## config.mk

```make
export PLATFORM = sky130hd
export DESIGN_NAME = controller_fsm_p_flat
export DESIGN_NICKNAME = d
export VERILOG_FILES = /design/src/rtl/cpu_pkg.sv /design/src/rtl/controller_fsm_p_if.sv /design/src/rtl/controller_fsm_p_wait_timer.sv /design/src/rtl/controller_fsm_p.sv /design/src/flat_wrapper.sv
export SDC_FILE = /design/constraint.sdc
export NUM_CORES = 1
export LEC_CHECK = 0
export BUFFER_PORTS_ARGS = -buffer_cell sky130_fd_sc_hd__buf_2
export CAP_MARGIN = 20
export CORE_UTILIZATION = 41
export CTS_CLUSTER_DIAMETER = 60
export DETAILED_ROUTE_END_ITERATION = 6
export GPL_TIMING_DRIVEN = 0
export PLACE_DENSITY = 0.76
export SLEW_MARGIN = 20
export SYNTH_ARGS = -nofsm -noshare
export SYNTH_HDL_FRONTEND = slang
export SYNTH_SLANG_ARGS = --single-unit
```

## constraint.sdc

```tcl
create_clock -name clk -period 1.92 [get_ports clk]
set_clock_uncertainty 0.05 [all_clocks]
set_input_delay 0.48 -clock clk [delete_from_list [all_inputs] [get_ports clk]]
set_output_delay 0.48 -clock clk [all_outputs]
set_load 0.005 [all_outputs]
```

## src/rtl/cpu_pkg.sv

```systemverilog
// Shared types and constants for the SimpleCPU controller: FSM state encoding,
// opcode values and error codes.
package cpu_pkg;

    typedef enum logic [3:0] {
        S_INIT,
        S_FETCH,
        S_DECODE,
        S_LOAD,
        S_STORE,
        S_ADD,
        S_LOC,
        S_SUB,
        S_JMZ,
        S_JNZ,
        S_NOT,
        S_JMP,
        S_HALT,
        S_ERROR
    } t_cntrl_fsm_state;

    localparam logic [3:0] OP_LOAD  = 4'd0;
    localparam logic [3:0] OP_STORE = 4'd1;
    localparam logic [3:0] OP_ADD   = 4'd2;
    localparam logic [3:0] OP_LOC   = 4'd3;
    localparam logic [3:0] OP_SUB   = 4'd4;
    localparam logic [3:0] OP_JMZ   = 4'd5;
    localparam logic [3:0] OP_NOT   = 4'd6;
    localparam logic [3:0] OP_JMP   = 4'd7;
    localparam logic [3:0] OP_JNZ   = 4'd8;
    localparam logic [3:0] OP_HALT  = 4'd9;

    localparam logic [1:0] ERR_NONE    = 2'b00;
    localparam logic [1:0] ERR_ILLOP   = 2'b01;
    localparam logic [1:0] ERR_TIMEOUT = 2'b10;

    // States that wait on a memory acknowledge and are guarded by the watchdog.
    function automatic logic is_wait_state(input t_cntrl_fsm_state s);
        return (s == S_FETCH) || (s == S_LOAD) || (s == S_STORE) || (s == S_NOT);
    endfunction

endpackage

```

## src/rtl/controller_fsm_p_if.sv

```systemverilog
// Instruction- and data-memory handshake bundle between the controller
// (master) and the memory side (slave).
interface controller_fsm_p_if #(
    parameter int DATA_ADDR_W = 8
);
    logic                   I_rd;
    logic                   I_ack;
    logic [DATA_ADDR_W-1:0] D_addr;
    logic                   D_rd;
    logic                   D_wr;
    logic                   D_ack;

    modport master (
        output I_rd, D_addr, D_rd, D_wr,
        input  I_ack, D_ack
    );

    modport slave (
        input  I_rd, D_addr, D_rd, D_wr,
        output I_ack, D_ack
    );
endinterface

```

## src/rtl/controller_fsm_p_wait_timer.sv

```systemverilog
// Wait-state watchdog: counts enabled cycles since the last clear and flags
// expiry once TIMEOUT-1 is reached, holding there until cleared.
module wait_timer #(
    parameter int TIMEOUT = 16
) (
    input  logic clk,
    input  logic rst_n,
    input  logic clear,
    input  logic enable,
    output logic expired
);
    localparam int             CW   = $clog2(TIMEOUT);
    localparam logic [CW-1:0]  LAST = CW'(TIMEOUT - 1);

    logic [CW-1:0] cnt_d, cnt_q;

    assign expired = (cnt_q == LAST);

    always_comb begin
        cnt_d = cnt_q;
        if (clear) begin
            cnt_d = '0;
        end else if (enable && !expired) begin
            cnt_d = cnt_q + 1'b1;
        end
    end

    always_ff @(posedge clk or negedge rst_n) begin
        if (!rst_n) begin
            cnt_q <= '0;
        end else begin
            cnt_q <= cnt_d;
        end
    end
endmodule

```

## src/rtl/controller_fsm_p.sv

```systemverilog
// SimpleCPU control unit: fetch/decode/execute sequencer with ack-based memory
// handshakes, a wait-state watchdog and a sticky error state.
module controller_fsm_p
    import cpu_pkg::*;
#(
    parameter int INSTR_W     = 16,
    parameter int REG_ADDR_W  = 4,
    parameter int DATA_ADDR_W = 8,
    parameter int TIMEOUT     = 16
) (
    input  logic                   clk,
    input  logic                   rst_n,
    input  logic [INSTR_W-1:0]     instruction,
    input  logic                   RF_Rp_zero,
    input  logic                   run,
    controller_fsm_p_if.master     mem,
    output logic                   PC_clr,
    output logic                   PC_inc,
    output logic                   PC_ld,
    output logic                   IR_ld,
    output logic [REG_ADDR_W-1:0]  RF_W_addr,
    output logic [REG_ADDR_W-1:0]  RF_Rp_addr,
    output logic [REG_ADDR_W-1:0]  RF_Rq_addr,
    output logic                   RF_W_wr,
    output logic                   RF_Rp_rd,
    output logic                   RF_Rq_rd,
    output logic                   RF_s,
    output logic                   RF_cons,
    output logic                   RF_ext,
    output logic                   alu_s0,
    output logic [DATA_ADDR_W-1:0] Val_cons,
    output logic                   halted,
    output logic                   err,
    output logic [1:0]             err_code
);
    t_cntrl_fsm_state state_d, state_q;
    logic [1:0]       err_code_d, err_code_q;

    logic [3:0]             op;
    logic [REG_ADDR_W-1:0]  ra, rb, rc;
    logic [DATA_ADDR_W-1:0] d_field;

    assign op      = instruction[INSTR_W-1 -: 4];
    assign ra      = instruction[INSTR_W-5 -: REG_ADDR_W];
    assign rb      = instruction[2*REG_ADDR_W-1 : REG_ADDR_W];
    assign rc      = instruction[REG_ADDR_W-1 : 0];
    assign d_field = instruction[DATA_ADDR_W-1 : 0];

    logic wd_ack, wd_clear, wd_enable, wd_expired;

    // FETCH waits on the instruction memory; the other wait states on data memory.
    assign wd_ack    = (state_q == S_FETCH) ? mem.I_ack : mem.D_ack;
    assign wd_enable = is_wait_state(state_q) && !wd_ack;
    assign wd_clear  = (state_d != state_q);

    wait_timer #(.TIMEOUT(TIMEOUT)) u_wait_timer (
        .clk     (clk),
        .rst_n   (rst_n),
        .clear   (wd_clear),
        .enable  (wd_enable),
        .expired (wd_expired)
    );

    always_comb begin
        // NOTE: every variable assigned here gets a default first, so no path can infer a latch.
        state_d    = state_q;
        err_code_d = err_code_q;
        case (state_q)
            S_INIT:   state_d = S_FETCH;
            S_FETCH: begin
                if (mem.I_ack) begin
                    state_d = S_DECODE;
                end else if (wd_expired) begin
                    state_d    = S_ERROR;
                    err_code_d = ERR_TIMEOUT;
                end
            end
            S_DECODE: begin
                case (op)
                    OP_LOAD:  state_d = S_LOAD;
                    OP_STORE: state_d = S_STORE;
                    OP_ADD:   state_d = S_ADD;
                    OP_LOC:   state_d = S_LOC;
                    OP_SUB:   state_d = S_SUB;
                    OP_JMZ:   state_d = S_JMZ;
                    OP_NOT:   state_d = S_NOT;
                    OP_JMP:   state_d = S_JMP;
                    OP_JNZ:   state_d = S_JNZ;
                    OP_HALT:  state_d = S_HALT;
                    default: begin
                        state_d    = S_ERROR;
                        err_code_d = ERR_ILLOP;
                    end
                endcase
            end
            S_LOAD, S_STORE, S_NOT: begin
                // An ack arriving on the expiry cycle still completes the access.
                if (mem.D_ack) begin
                    state_d = S_FETCH;
                end else if (wd_expired) begin
                    state_d    = S_ERROR;
                    err_code_d = ERR_TIMEOUT;
                end
            end
            S_ADD, S_SUB, S_LOC, S_JMP: state_d = S_FETCH;
            S_JMZ:   state_d = RF_Rp_zero ? S_JMP : S_FETCH;
            S_JNZ:   state_d = RF_Rp_zero ? S_FETCH : S_JMP;
            S_HALT:  state_d = run ? S_FETCH : S_HALT;
            S_ERROR: state_d = S_ERROR;
            default: state_d = S_INIT;
        endcase
    end

    // NOTE: sequential state uses non-blocking assignments so every flop samples pre-edge values.
    always_ff @(posedge clk or negedge rst_n) begin
        if (!rst_n) begin
            state_q    <= S_INIT;
            err_code_q <= ERR_NONE;
        end else begin
            state_q    <= state_d;
            err_code_q <= err_code_d;
        end
    end

    always_comb begin
        PC_clr     = 1'b0;
        PC_inc     = 1'b0;
        PC_ld      = 1'b0;
        IR_ld      = 1'b0;
        mem.I_rd   = 1'b0;
        mem.D_addr = '0;
        mem.D_rd   = 1'b0;
        mem.D_wr   = 1'b0;
        RF_W_addr  = '0;
        RF_Rp_addr = '0;
        RF_Rq_addr = '0;
        RF_W_wr    = 1'b0;
        RF_Rp_rd   = 1'b0;
        RF_Rq_rd   = 1'b0;
        RF_s       = 1'b0;
        RF_cons    = 1'b0;
        RF_ext     = 1'b0;
        alu_s0     = 1'b1;
        Val_cons   = '0;
        halted     = 1'b0;
        case (state_q)
            S_INIT:  PC_clr = 1'b1;
            S_FETCH: begin
                mem.I_rd = 1'b1;
                IR_ld    = mem.I_ack;
                PC_inc   = mem.I_ack;
            end
            S_LOAD, S_NOT: begin
                mem.D_addr = d_field;
                mem.D_rd   = 1'b1;
                RF_W_addr  = ra;
                RF_s       = 1'b1;
                RF_ext     = (state_q == S_NOT);
                RF_W_wr    = mem.D_ack;
            end
            S_STORE: begin
                mem.D_addr = d_field;
                mem.D_wr   = 1'b1;
                RF_Rp_addr = ra;
                RF_Rp_rd   = 1'b1;
            end
            S_ADD, S_SUB: begin
                RF_Rp_addr = rb;
                RF_Rq_addr = rc;
                RF_Rp_rd   = 1'b1;
                RF_Rq_rd   = 1'b1;
                RF_W_addr  = ra;
                RF_W_wr    = 1'b1;
                alu_s0     = (state_q == S_ADD);
            end
            S_LOC: begin
                RF_W_addr = ra;
                RF_W_wr   = 1'b1;
                RF_cons   = 1'b1;
                Val_cons  = d_field;
            end
            S_JMZ, S_JNZ: begin
                RF_Rp_addr = ra;
                RF_Rp_rd   = 1'b1;
            end
            S_JMP:   PC_ld  = 1'b1;
            S_HALT:  halted = 1'b1;
            default: ;
        endcase
    end

    assign err      = (state_q == S_ERROR);
    assign err_code = err_code_q;
endmodule

```

## src/flat_wrapper.sv

```systemverilog
// flat-port wrapper written by rule: the top's interface ports become plain ports
module controller_fsm_p_flat import cpu_pkg::*;
#(
    parameter int INSTR_W     = 16,
    parameter int REG_ADDR_W  = 4,
    parameter int DATA_ADDR_W = 8,
    parameter int TIMEOUT     = 16
)
  (clk, rst_n, instruction, RF_Rp_zero, run, PC_clr, PC_inc, PC_ld, IR_ld, RF_W_addr, RF_Rp_addr, RF_Rq_addr, RF_W_wr, RF_Rp_rd, RF_Rq_rd, RF_s, RF_cons, RF_ext, alu_s0, Val_cons, halted, err, err_code, mem_I_rd, mem_D_addr, mem_D_rd, mem_D_wr, mem_I_ack, mem_D_ack);
  controller_fsm_p_if #(.DATA_ADDR_W(DATA_ADDR_W)) mem_i ();
  input  logic clk;
  input  logic rst_n;
  input  logic [INSTR_W-1:0] instruction;
  input  logic RF_Rp_zero;
  input  logic run;
  output logic PC_clr;
  output logic PC_inc;
  output logic PC_ld;
  output logic IR_ld;
  output logic [REG_ADDR_W-1:0] RF_W_addr;
  output logic [REG_ADDR_W-1:0] RF_Rp_addr;
  output logic [REG_ADDR_W-1:0] RF_Rq_addr;
  output logic RF_W_wr;
  output logic RF_Rp_rd;
  output logic RF_Rq_rd;
  output logic RF_s;
  output logic RF_cons;
  output logic RF_ext;
  output logic alu_s0;
  output logic [DATA_ADDR_W-1:0] Val_cons;
  output logic halted;
  output logic err;
  output logic [1:0] err_code;
  output wire logic [$bits(mem_i.I_rd)-1:0] mem_I_rd;
  output wire logic [$bits(mem_i.D_addr)-1:0] mem_D_addr;
  output wire logic [$bits(mem_i.D_rd)-1:0] mem_D_rd;
  output wire logic [$bits(mem_i.D_wr)-1:0] mem_D_wr;
  input wire logic [$bits(mem_i.I_ack)-1:0] mem_I_ack;
  input wire logic [$bits(mem_i.D_ack)-1:0] mem_D_ack;
  assign mem_I_rd = mem_i.I_rd;
  assign mem_D_addr = mem_i.D_addr;
  assign mem_D_rd = mem_i.D_rd;
  assign mem_D_wr = mem_i.D_wr;
  assign mem_i.I_ack = mem_I_ack;
  assign mem_i.D_ack = mem_D_ack;
  controller_fsm_p #(.INSTR_W(INSTR_W), .REG_ADDR_W(REG_ADDR_W), .DATA_ADDR_W(DATA_ADDR_W), .TIMEOUT(TIMEOUT)) u_core (.clk(clk), .rst_n(rst_n), .instruction(instruction), .RF_Rp_zero(RF_Rp_zero), .run(run), .mem(mem_i), .PC_clr(PC_clr), .PC_inc(PC_inc), .PC_ld(PC_ld), .IR_ld(IR_ld), .RF_W_addr(RF_W_addr), .RF_Rp_addr(RF_Rp_addr), .RF_Rq_addr(RF_Rq_addr), .RF_W_wr(RF_W_wr), .RF_Rp_rd(RF_Rp_rd), .RF_Rq_rd(RF_Rq_rd), .RF_s(RF_s), .RF_cons(RF_cons), .RF_ext(RF_ext), .alu_s0(alu_s0), .Val_cons(Val_cons), .halted(halted), .err(err), .err_code(err_code));
endmodule
```

==> summary.txt <==
Run status
  – Outcome: complete, but fails checks
  – Failing checks: negative setup slack

CTS
  – CTS tree: done
  – Worst-path clk slew: 0.08 ns
  – Worst skew pair latency: 0.27 ns
  – CTS buffer count: 3
  – Clock sink count: 10
  – CTS Buffer Depth: 2
  – Hold buffer count at CTS: 0
  – Htree depth: 1
  – CTS Root Cell: clkbuf_4

STA
  – Hold Vio Cnt, Final: 0
  – Slew Viols, Final: 0
  – Final setup vio count: 48
  – Slew headroom: 63.16%
  – Fmax: roughly 420 MHz
  – Final setup margin: -0.4534 ns
  – RSZ-0062 raised after global routing: yes
  – Final worst-path cycle share: 123.6%
  – Worst-Margin Slew: 0.5526 ns
  – Min Tclk post-route: 2.373 ns

Pwr
  – Post-layout power: ~0.0035 W
  – P_leak: roughly 1.2 nW
  – Pwr dens: around 1400 nW/um2
  – Max VDD drop: a little under 0.8 mV

Setup path
  – Crit path kind: flip-flop to output pin
  – Critical Path RT: 1.39 ns
  – CP Max Fanout: 4
  – Worst Setup Start Kind: flip-flop
  – Nature of the critical path endpoint: output pin
  – Crit path DAT: 1.84 ns

Cells and area
  – Antenna diodes: 0
  – Post-Layout Cell Count: 331
  – Util after Layout: 80.53%
  – Share of layout cells above drive strength 1: between 50% and 60%
  – Area Overhead vs Synth: 85.03%
  – Final nets: 311
  – Fill count: slightly below 200

Placed design
  – IO Port Bufs: 66
  – Placed insts: 293
  – Pre-CTS setup slack: -0.5068 ns
  – Post-DP HPWL: 3186 um
  – GPL Wtd Cong: 0.9952

Yosys
  – Synth cell types: 50
  – Post-synth top flop: dfrtp_1
  – Mapped Cells: 183
  – Synthesis Warnings: 0
  – Syn nets: about 200
  – Syn_area_per_cell: just over 7 um2
  – Mapped Area: 1329 um2
  – Fraction of registers with async set/reset: 100.0%
  – Post-synth EDFFs: 0
  – Flops & latches, synth: 10
  – Seq/Total Area, Yosys: a little under a fifth

Floorplanning
  – DIE AREA: around 3500 um2
  – Io pins: 68
  – Die X: between 50 and 60 um
  – Row count: 20
  – Die Ht: just under 60 um
  – Total core area: 3053 um2
  – Initial Utilization: 43.52%

Detailed routing
  – DRT Pass-1 Iters: 5
  – Antenna-violating nets left: 0
  – Initial DRC count: 173
  – Routed wire per std cell: 18.90 um
  – DR vias/cell: 6.085
  – DRT Wirelength: 6255 um
  – Drt drc: 0
  – Vias: 2,014

Global routing
  – Total congestion overflow: 0
  – Gr usage total: a little under a third
  – Largest net degree at the start of global routing: 11
  – First-pass GRT wire length: approximately 8100 um
  – Vias in the first global route: 1,614
  – Initial antenna violation count: 0

Worst hold path
  – Worst hold-check path type: input pin to async pin

Job
  – Max-cap violations: 0
[where the power goes]
group / switching [W] / internal (W)
clock network: 0.0000841 / 0.000115
registers: 0.0000487 / 0.000267
logic: 0.00154 / 0.00148
total: 0.00168 / 0.00186
[stage by stage]
stage	TNS, ns	area (um2)	hold slack [ns]
final	-10.17	2459	0.001637
after CTS	-6.070	2188	0.01820
after global placement	-8.114	1765	0.2989
after detailed placement	-8.308	1765	0.3017
after floorplan	-0.3778	1380	0.1344
after global routing	-12.26	2459	0.01067
[kinds of logic after synthesis]
group | share of synthesized area [%]
xor gates and xnor gates | 2.637
AOI/OAI and AO/OA | 25.33
and+or+nand+nor | 41.62
DFF | 18.83
buffers and inverters | 7.533
muxes | 3.107
adders and majority gates | 0.9415
[layer usage]
metal	wire [um]	GRT usage, %
met2	3028	52.44
met3	730	2.418
met1	2237	40.71
met5	0	0
met4	257	11.22
[synth_stat cells (2+ instances only)]
master	number	area share, %
nor2_1	18	5.1
nor2b_1	14	6.6
a21oi_1	12	4.5
o21ai_0	11	4.1
dfrtp_1	10	19
and2_1	9	4.2
nand3_1	8	3.0
and3_1	7	3.3
nor3_1	7	2.6
nand2_1	6	1.7
a22oi_1	5	2.8
buf_2	5	1.9
nand2b_1	5	2.4
nor4_1	5	2.4
buf_4	4	2.3
a21o_1	3	1.7
a221o_1	3	2.3
buf_1	3	0.85
clkbuf_1	3	0.85
inv_1	3	0.85
mux2i_1	3	2.3
nor3b_1	3	1.7
o211ai_1	3	1.7
xnor2_1	3	2.0
a211oi_1	2	1.1
nand3b_1	2	1.1
or3_1	2	0.94
or4_4	2	1.7
[cells in the final DEF, fill, tap and decap left out, drive strengths merged, types with 5 or more instances in the layout]
cell      n
buf     111
a21oi    13
and2      9
dfrtp    10
nor2     20
nand3     8
clkbuf    7
and3      7
nor3      7
nor4      5
nand2     6
nand2b    5
a22oi     5
o21ai    11
nor2b    14
[flip-flops by register name, indices dropped and copies added (netlist names)]
register                   flops
u_core.u_wait_timer.cnt_q      4
u_core.err_code                2
u_core.state_q                 4
[what timing repair did]
| action | 4_1_cts | 5_1_grt |
|---|---|---|
| endpoints found under the setup margin | 49 | 47 |
| pin swaps | 7 | 11 |
| gates resized for setup | 57 | 35 |
| buffers inserted | 20 | 13 |
| cloned | 1 | 1 |
[cell type report]
type / count / area (um2) / share of cell area [%]
repair buffers: 99 / 661.9 / 26.92
inverters: 3 / 16.27 / 0.6616
multi-input cells: 156 / 1242 / 50.53
plain buffers: 15 / 193.9 / 7.888
well taps: 44 / 55.05 / 2.239
clock buffers: 4 / 36.28 / 1.476
flip-flops and latches: 10 / 252.7 / 10.28
[worst max-delay path, cell delays in order, from the launching register on]
cell	delay [ns]
dfrtp_2	0.44
buf_6	0.14
clkbuf_16	0.15
nand3b_1	0.22
a21oi_4	0.26
nor2_4	0.07
nor2b_1	0.15
buf_2	0.14
[final timing paths]
path	from	to	slack, ns	cells past startpoint
worst min register to register	u_core.err_code[1]$_DFFE_PN0P_	u_core.err_code[1]$_DFFE_PN0P_	0.45	1
worst min-delay path	rst_n	u_core.state_q[2]$_DFF_PN0_	0.002	1
worst max-delay path	u_core.state_q[2]$_DFF_PN0_	mem_D_addr[1]	-0.45	7
min in group clk	u_core.err_code[1]$_DFFE_PN0P_	u_core.err_code[1]$_DFFE_PN0P_	0.45	1
worst max register to register	u_core.state_q[2]$_DFF_PN0_	u_core.u_wait_timer.cnt_q[1]$_DFFE_PN0P_	-0.45	7
max in group asynchronous	rst_n	u_core.state_q[0]$_DFF_PN0_	1.61	1
No activity file was read; power rests on OpenSTA's default activity.
